==> src/rtl/mag_timer_pkg.sv <==
// mag_timer_pkg: shared state encoding, BCD digit width and BCD countdown helper for mag_timer.
package mag_timer_pkg;
  localparam int BCD_W = 4;
  typedef enum logic [2:0] {S_IDLE, S_SETUP, S_COUNT, S_PAUSE, S_DONE} state_t;
  // one-second decrement of mm:ss; seconds tens restarts at 5, other digits at 9
  function automatic logic [4*BCD_W-1:0] bcd_dec(input logic [4*BCD_W-1:0] t);
    logic [4*BCD_W-1:0] r;
    r = t;
    if (t[3:0] != 4'd0) r[3:0] = t[3:0] - 4'd1;
    else begin
      r[3:0] = 4'd9;
      if (t[7:4] != 4'd0) r[7:4] = t[7:4] - 4'd1;
      else begin
        r[7:4] = 4'd5;
        if (t[11:8] != 4'd0) r[11:8] = t[11:8] - 4'd1;
        else begin
          r[11:8] = 4'd9;
          r[15:12] = t[15:12] - 4'd1;
        end
      end
    end
    return r;
  endfunction
endpackage

==> src/rtl/mag_timer_tick_gen.sv <==
// tick_gen: one-cycle tick every CLK_HZ enabled cycles; restart zeroes the partial count.
module tick_gen #(parameter int CLK_HZ = 1000) (
  input  logic clk,
  input  logic resetn,
  input  logic restart,
  input  logic en,
  output logic tick
);
  localparam int W = $clog2(CLK_HZ);
  logic [W-1:0] r_cnt;
  assign tick = en && (r_cnt == W'(CLK_HZ - 1));
  always_ff @(posedge clk)
    if (!resetn || restart) r_cnt <= '0;
    else if (en) r_cnt <= tick ? '0 : r_cnt + 1'b1;
endmodule

==> src/rtl/mag_timer.sv <==
// mag_timer: microwave keypad countdown timer (mm:ss BCD) with pause, done and clear.
// Optional beep output for three ticks after DONE when MAG_TIMER_BEEP_EN is defined.
module mag_timer import mag_timer_pkg::*; #(parameter int CLK_HZ = 1000) (
  input  logic             clk,
  input  logic             resetn,
  input  logic             clearn,
  input  logic [BCD_W-1:0] digit,
  input  logic             digit_valid,
  input  logic             mag_on,
  output logic [BCD_W-1:0] min_tens,
  output logic [BCD_W-1:0] min_ones,
  output logic [BCD_W-1:0] sec_tens,
  output logic [BCD_W-1:0] sec_ones,
  output logic             timer_done
`ifdef MAG_TIMER_BEEP_EN
  ,
  output logic             beep
`endif
);
  state_t r_state, w_state_nxt;
  logic [4*BCD_W-1:0] r_time, w_time_nxt, w_entry, w_dec;
  logic r_done, w_accept, w_tick, w_en;
  assign {min_tens, min_ones, sec_tens, sec_ones} = r_time;
  assign timer_done = r_done;
  // every state change restarts the prescaler, so COUNT always begins with a full second
  tick_gen #(.CLK_HZ(CLK_HZ)) u_tick (
    .clk(clk), .resetn(resetn), .restart(w_state_nxt != r_state), .en(w_en), .tick(w_tick)
  );
  always_comb begin
    w_accept = digit_valid && (digit <= 4'd9) && (r_state inside {S_IDLE, S_SETUP, S_DONE});
    w_entry = {(r_state == S_DONE) ? {3*BCD_W{1'b0}} : r_time[3*BCD_W-1:0], digit};
    w_dec = bcd_dec(r_time);
    w_time_nxt = r_time;
    w_state_nxt = r_state;
    if (!clearn) begin
      w_time_nxt = '0;
      w_state_nxt = S_IDLE;
    end else if (w_accept) begin
      w_time_nxt = w_entry;
      w_state_nxt = (w_entry != '0) ? S_SETUP : S_IDLE;
    end else if (r_state == S_COUNT) begin
      w_time_nxt = w_tick ? w_dec : r_time;
      w_state_nxt = (w_tick && w_dec == '0) ? S_DONE : (mag_on ? S_COUNT : S_PAUSE);
    end else if (mag_on && r_state != S_DONE)
      w_state_nxt = (r_state == S_IDLE) ? S_DONE : S_COUNT;
  end
  always_ff @(posedge clk)
    if (!resetn) begin
      r_state <= S_IDLE;
      r_time <= '0;
      r_done <= 1'b0;
    end else begin
      r_state <= w_state_nxt;
      r_time <= w_time_nxt;
      r_done <= (w_state_nxt == S_DONE);
    end
`ifdef MAG_TIMER_BEEP_EN
  logic r_beep;
  logic [1:0] r_beep_ticks;
  assign beep = r_beep;
  assign w_en = (r_state == S_COUNT) || (r_state == S_DONE && r_beep);
  always_ff @(posedge clk)
    if (!resetn) begin
      r_beep <= 1'b0;
      r_beep_ticks <= '0;
    end else if (w_state_nxt == S_DONE && r_state != S_DONE) begin
      r_beep <= 1'b1;
      r_beep_ticks <= '0;
    end else if (!clearn || w_accept) r_beep <= 1'b0;
    else if (r_beep && w_tick) begin
      r_beep_ticks <= r_beep_ticks + 2'd1;
      r_beep <= (r_beep_ticks != 2'd2);
    end
`else
  assign w_en = (r_state == S_COUNT);
`endif
endmodule

==> config.mk <==
export PLATFORM = sky130hd
export DESIGN_NAME = mag_timer
export DESIGN_NICKNAME = d
export VERILOG_FILES = /design/src/rtl/mag_timer_pkg.sv /design/src/rtl/mag_timer_tick_gen.sv /design/src/rtl/mag_timer.sv
export SDC_FILE = /design/constraint.sdc
export NUM_CORES = 1
export LEC_CHECK = 0
export CAP_MARGIN = 25
export CORE_ASPECT_RATIO = 2
export CORE_MARGIN = 2
export CORE_UTILIZATION = 54
export DETAILED_ROUTE_END_ITERATION = 8
export PLACE_DENSITY = 0.85
export SYNTH_ARGS = -nofsm -noshare
export SYNTH_HDL_FRONTEND = slang
export SYNTH_HIERARCHICAL = 1
export SYNTH_SLANG_ARGS = --single-unit
==> constraint.sdc <==
create_clock -name clk -period 3.85 [get_ports clk]
set_input_delay 0.77 -clock clk [delete_from_list [all_inputs] [get_ports clk]]
set_output_delay 0.77 -clock clk [all_outputs]
set_load 0.005 [all_outputs]
Yosys cells after proc, flatten, opt, wreduce, memory -nomap -nowiden
Index checks and enable logic that the tools add are counted.
Widths: inputs -> output; s select.
{"block": "word_totals", "regBits": 30, "latchBits": 0, "ramBits": 0, "rom_bits": 0, "input_bits": 9, "word_cells": 54, "n_memories": 0}
{"block": "classes", "n_addsub": 5, "multipliers": 0, "n_div": 0, "order_cmp": 1, "n_eq_ne": 7, "shift": 0, "muxes": 19, "n_bitwise": 0, "reduce_logical": 18}
{"cell": "$mux 16", "n": 3}
{"cell": "$mux 12", "n": 2}
{"cell": "$mux 3", "n": 6}
{"cell": "$logic_not 16->1", "n": 1}
{"cell": "$mux 4", "n": 4}
{"cell": "$reduce_bool 16->1", "n": 1}
{"cell": "$sub 4x1->4 const B", "n": 4}
{"cell": "$reduce_bool 4->1", "n": 3}
{"cell": "$add 10x1->10 const B", "n": 1}
{"cell": "$eq 10x10->1 const B", "n": 1}
{"cell": "$mux 10", "n": 1}
{"cell": "$mux 8", "n": 1}
{"cell": "$eq 3x3->1 const B", "n": 2}
{"cell": "$logic_and 1x1->1", "n": 5}
{"cell": "$le 4x4->1 const B", "n": 1}
{"cell": "$reduce_and 2->1", "n": 2}
{"cell": "$reduce_bool 2->1", "n": 2}
{"cell": "$eq 3x1->1 const B", "n": 1}
{"cell": "$eq 3x2->1 const B", "n": 1}
{"cell": "$logic_not 3->1", "n": 1}
{"cell": "$ne 3x3->1", "n": 1}
{"cell": "$ne 3x3->1 const B", "n": 1}
{"cell": "$reduce_bool 3->1", "n": 1}
{"cell": "$mux 1", "n": 2}
{"cell": "other kinds (2)", "n": 2}

Logic depth before layout (Yosys ltp)
{"block": "depth", "word_depth": 12, "depth_mapped": 13}

Hierarchy
Netlist, hierarchy kept.
{"mod": "mag_timer", "n_inst": 1, "cells_each": 169, "area_per_inst_um2": 1350.0}
{"mod": "tick_gen", "n_inst": 1, "cells_each": 58, "area_per_inst_um2": 503.0}

Worst setup path after synthesis
Ideal clock, no wire load.
{"block": "synth_path", "kind": "register to register", "from": "reg r_state[1]", "to": "reg u_tick.r_cnt[3]", "setup_time_ns": 0.136, "arrival_time_ns": 2.742, "required_time_ns": 3.714, "setup_slack_ns": 0.972, "path_stages_with_launch": 14, "period_less_slack_ns": 2.878, "cell_sequence": "dfxtp_1 -> buf_2 -> nand2b_1 -> nor2_1 -> nand3_1 -> nor4_2 -> and4bb_1 -> buf_4 -> nand3_1 -> a211o_4 -> nand4_1 -> nand2b_1 -> clkbuf_1 -> nor3_1"}
{"block": "synth_between", "elab_chain_len": 9}
{"item": "from (decl)", "line": "mag_timer.sv:20", "source": "state_t r_state, w_state_nxt;"}
{"item": "from (signal assigned)", "line": "mag_timer.sv:53", "source": "r_state <= w_state_nxt;"}
{"item": "$eq 3x2->1 *", "line": "mag_timer.sv:75", "source": "assign w_en = (r_state == S_COUNT);"}
{"item": "named net w_en", "line": "mag_timer.sv:22", "source": "logic r_done, w_accept, w_tick, w_en;"}
{"item": "$logic_and 1x1->1 *", "line": "mag_timer_tick_gen.sv:11", "source": "assign tick = en && (r_cnt == W'(CLK_HZ - 1));"}
{"item": "named net w_tick", "line": "mag_timer.sv:22"}
{"item": "$logic_and 1x1->1", "line": "mag_timer.sv:43", "source": "w_state_nxt = (w_tick && w_dec == '0) ? S_DONE : (mag_on ? S_COUNT : S_PAUSE);"}
{"item": "$mux 3", "line": "mag_timer.sv:43"}
{"item": "$mux 3", "line": "mag_timer.sv:41", "source": "end else if (r_state == S_COUNT) begin"}
{"item": "$mux 3", "line": "mag_timer.sv:38", "source": "end else if (w_accept) begin"}
{"item": "$mux 3", "line": "mag_timer.sv:35", "source": "if (!clearn) begin"}
{"item": "$ne 3x3->1", "line": "mag_timer.sv:27", "source": ".clk(clk), .resetn(resetn), .restart(w_state_nxt != r_state), .en(w_en), .tick(w_tick)"}
{"item": "$logic_or 1x1->1", "line": "mag_timer_tick_gen.sv:13", "source": "if (!resetn || restart) r_cnt <= '0;"}
{"item": "to (signal assigned)", "line": "mag_timer_tick_gen.sv:14", "source": "else if (en) r_cnt <= tick ? '0 : r_cnt + 1'b1;"}
{"item": "to (decl)", "line": "mag_timer_tick_gen.sv:10", "source": "logic [W-1:0] r_cnt;"}
The timed path passes the listed nets; every way through them passes the cells marked *.
A chain may end at the register's enable or synchronous reset.

Worst setup path in the final report
{"block": "layout_path", "from": "reg r_state[1]", "to": "reg u_tick.r_cnt[6]"}
Same word-level chain as after synthesis.

==> metrics <==
Synth Register Bits=30; outcome=complete, no violations; row cnt=30; Warnings, synthesis=6; share of layout cells above drive strength 1=10.80%; TritonCTS Buffers=5; CTS tree=done; Post-layout nets=262; final hold violation count=0; P&R area growth vs syn=18.03%; maxcap violations=0; worst skew pair latency=280 ps; I/O Pins=26; Cell variety after synth=56; CP Class=reg2reg; first-pass GRT wire length=7.286 mm; Worst setup SP type=flop; minimum clock period=between 3000 and 4000 ps; total power per unit cell area=299.6 nW/um2; synthesized net count=around 240; commonest non-fill, non-tap cell in the layout=dfxtp_1; TritonRoute pass-1 iters=5; initial antenna violation count=0; setup TNS=0 ps; average vias per placed instance=6.422; total chip power=655.2 uW; Req. time, crit path=4000 ps; highest ir drop seen on vdd=0.2636 mV; Hold-fix buffers, CTS=0; Worst Reg-to-Reg Cells=11; final core occ=65.47%; Worst Max-Slew Pin Slew=603.5 ps; drt drc=0; worst reg-to-reg setup slack=between 600 and 700 ps; # diodes=0; placed inst area=2105 um2; Total Routing Usage GR=24.84%; Final GP Congestion=a little under 0.9; max-slew violations=0; Core Area=3341 um2; Post-synth EDFFs=0; RSZ-0062 raised after global routing=false; Mapped Cells=227; commonest non-fill, non-tap cells in the layout=dfxtp_1 (30), clkdlybuf4s50_1 (25), a21oi_1 (22), nand2_1 (21), nand3_1 (20); starting DRC count in detailed routing=37; worst reg2reg startpoint=r_state[1]$_SDFF_PN0_; Lkg Pwr=about 0.00073 uW; Post-Route WL=4.584 mm; clk slew on worst S/H paths=~60 ps; worst hold slack=515.6 ps; Die H=a little under 90 um; DPL Wire Length=roughly 3.4 mm; Synth Area per Inst=a little over 8 um2; CTS Buffer Depth=2; Hold Path Stages=2; Starting Density=55.47%; GRT overflow=0; ys async rst share=0%; # H-tree levels=2; via count=around 1800; FF-to-FF End=u_tick/r_cnt[6]$_SDFFE_PP0P_; Die Area=3944 um2; CP arrival=3310 ps; Clock Skew=5.319 ps; Fmax=0.3165 GHz; Design Area, Final=between 2000 and 2500 um2; post-CTS sizing=0; largest net degree at the start of global routing=20; vias in the first global route=1747; FILL cells=300; Final Cycle Share=82.06%; final setup violation count=0; Top FF cell, synth=dfxtp_1; Worst Min Path Start=u_tick/r_cnt[8]$_SDFFE_PP0P_; Die Width=45.42 um; Avg WL per Cell=16.26 um; worst-path fanout max=12; CTS Sinks=30; Synth Cell Area=~1900 um2; Seq/Total Area, Yosys=about a third; Port Buffers=25; Root Buffer=clkbuf_8; CP Capture Type=flop; Hold Crit Class=reg2reg; Hold Crit Endpoint=u_tick/r_cnt[8]$_SDFFE_PP0P_; Antenna Nets Post-Route=0; Rel. slew slack=about three fifths; Post-CTS Setup Bufs=0
-- Yosys cell counts (all sizes together) (4+ instances only) --
library cell | count | area, um2
a21oi | 24 | 127.6
nand4 | 6 | 43.79
nand2 | 21 | 78.83
buf | 4 | 31.27
nand2b | 5 | 31.28
o21ai | 11 | 55.05
dfxtp | 30 | 600.6
a211oi | 6 | 45.04
nor3 | 10 | 72.57
xor2 | 10 | 87.58
clkbuf | 6 | 22.52
nor2 | 17 | 71.32
or3 | 4 | 25.02
nand3 | 22 | 120.1
o211ai | 4 | 35.03
-- per-stage QoR --
| stage | instances | worst slack (ps) |
|---|---|---|
| 4_1_cts | 282 | 667.9 |
| 6_report | 282 | 690.5 |
| 3_3_place_gp | 276 | 805.4 |
| 2_1_floorplan | 227 | 971.9 |
| 5_1_grt | 282 | 243.9 |
| 3_5_place_dp | 276 | 700.6 |
-- registers in the layout (all words and copies together), names as in the netlist --
register and count:
r_state 3, r_time 16, timer_done 1, u_tick/r_cnt 10
-- worst max path at each step --
stage	start	endpoint	slack, ps	depth (start not counted)
6_report	r_state[1]$_SDFF_PN0_	u_tick/r_cnt[6]$_SDFFE_PP0P_	690	11
5_1_grt	r_state[1]$_SDFF_PN0_	u_tick/r_cnt[6]$_SDFFE_PP0P_	240	11
4_1_cts	r_state[1]$_SDFF_PN0_	u_tick/r_cnt[6]$_SDFFE_PP0P_	670	11
3_5_place_dp	r_state[1]$_SDFF_PN0_	u_tick/r_cnt[6]$_SDFFE_PP0P_	700	11
3_3_place_gp	r_state[1]$_SDFF_PN0_	u_tick/r_cnt[5]$_SDFFE_PP0P_	810	11
2_1_floorplan	r_state[1]$_SDFF_PN0_	u_tick/r_cnt[3]$_SDFFE_PP0P_	970	13
-- area by class of cell --
class,count,area [um2],area share (%)
Clock buffer,6,82.58,3.776
Inverter,3,11.26,0.5149
Multi-Input combinational cell,184,1187,54.29
Sequential cell,30,600.6,27.46
Tap cell,32,40.04,1.831
Timing Repair Buffer,27,265.3,12.13
-- power breakdown --
part           switching [uW]  internal (uW)
sequential               9.95            316
combinational            45.9           39.7
clock                     107            137
-- kinds of logic (layout without fill, tap and decap cells) --
kind of cell             Yosys count  count (layout)  share of synthesized area, %
AND/OR/NAND/NOR                  111             111                         36.12
XOR/XNOR                          13              13                         6.145
flip-flops                        30              30                         32.41
adder cells (fa/ha/maj)            2               2                         1.350
multiplexers                       2               2                         1.148
buffers and inverters             13              36                         3.510
AO/OA/AOI/OAI                     56              56                         19.31
-- critical path: stages, from the launching register on --
cell and delay, ps:
dfxtp_1 460, nand2b_1 120, nor2_1 350, nand3_1 160, nor4_2 500, and4bb_1 250
buf_4 190, nand3_1 110, a211o_4 360, nand4_1 80, nand2b_1 330, nor3_1 90
-- metal layers --
metal | up-vias | GRT usage (%) | share of wire [%] | wire [um]
li1 | 882 | - | - | -
met1 | 855 | 23.57 | 35 | 1601
met2 | 56 | 45.20 | 57 | 2595
met3 | 18 | 4.375 | 3.8 | 173
met4 | 0 | 15.51 | 4.7 | 214
met5 | - | 0 | 0 | 0
Note: power is estimated with default switching activity, not from simulation.
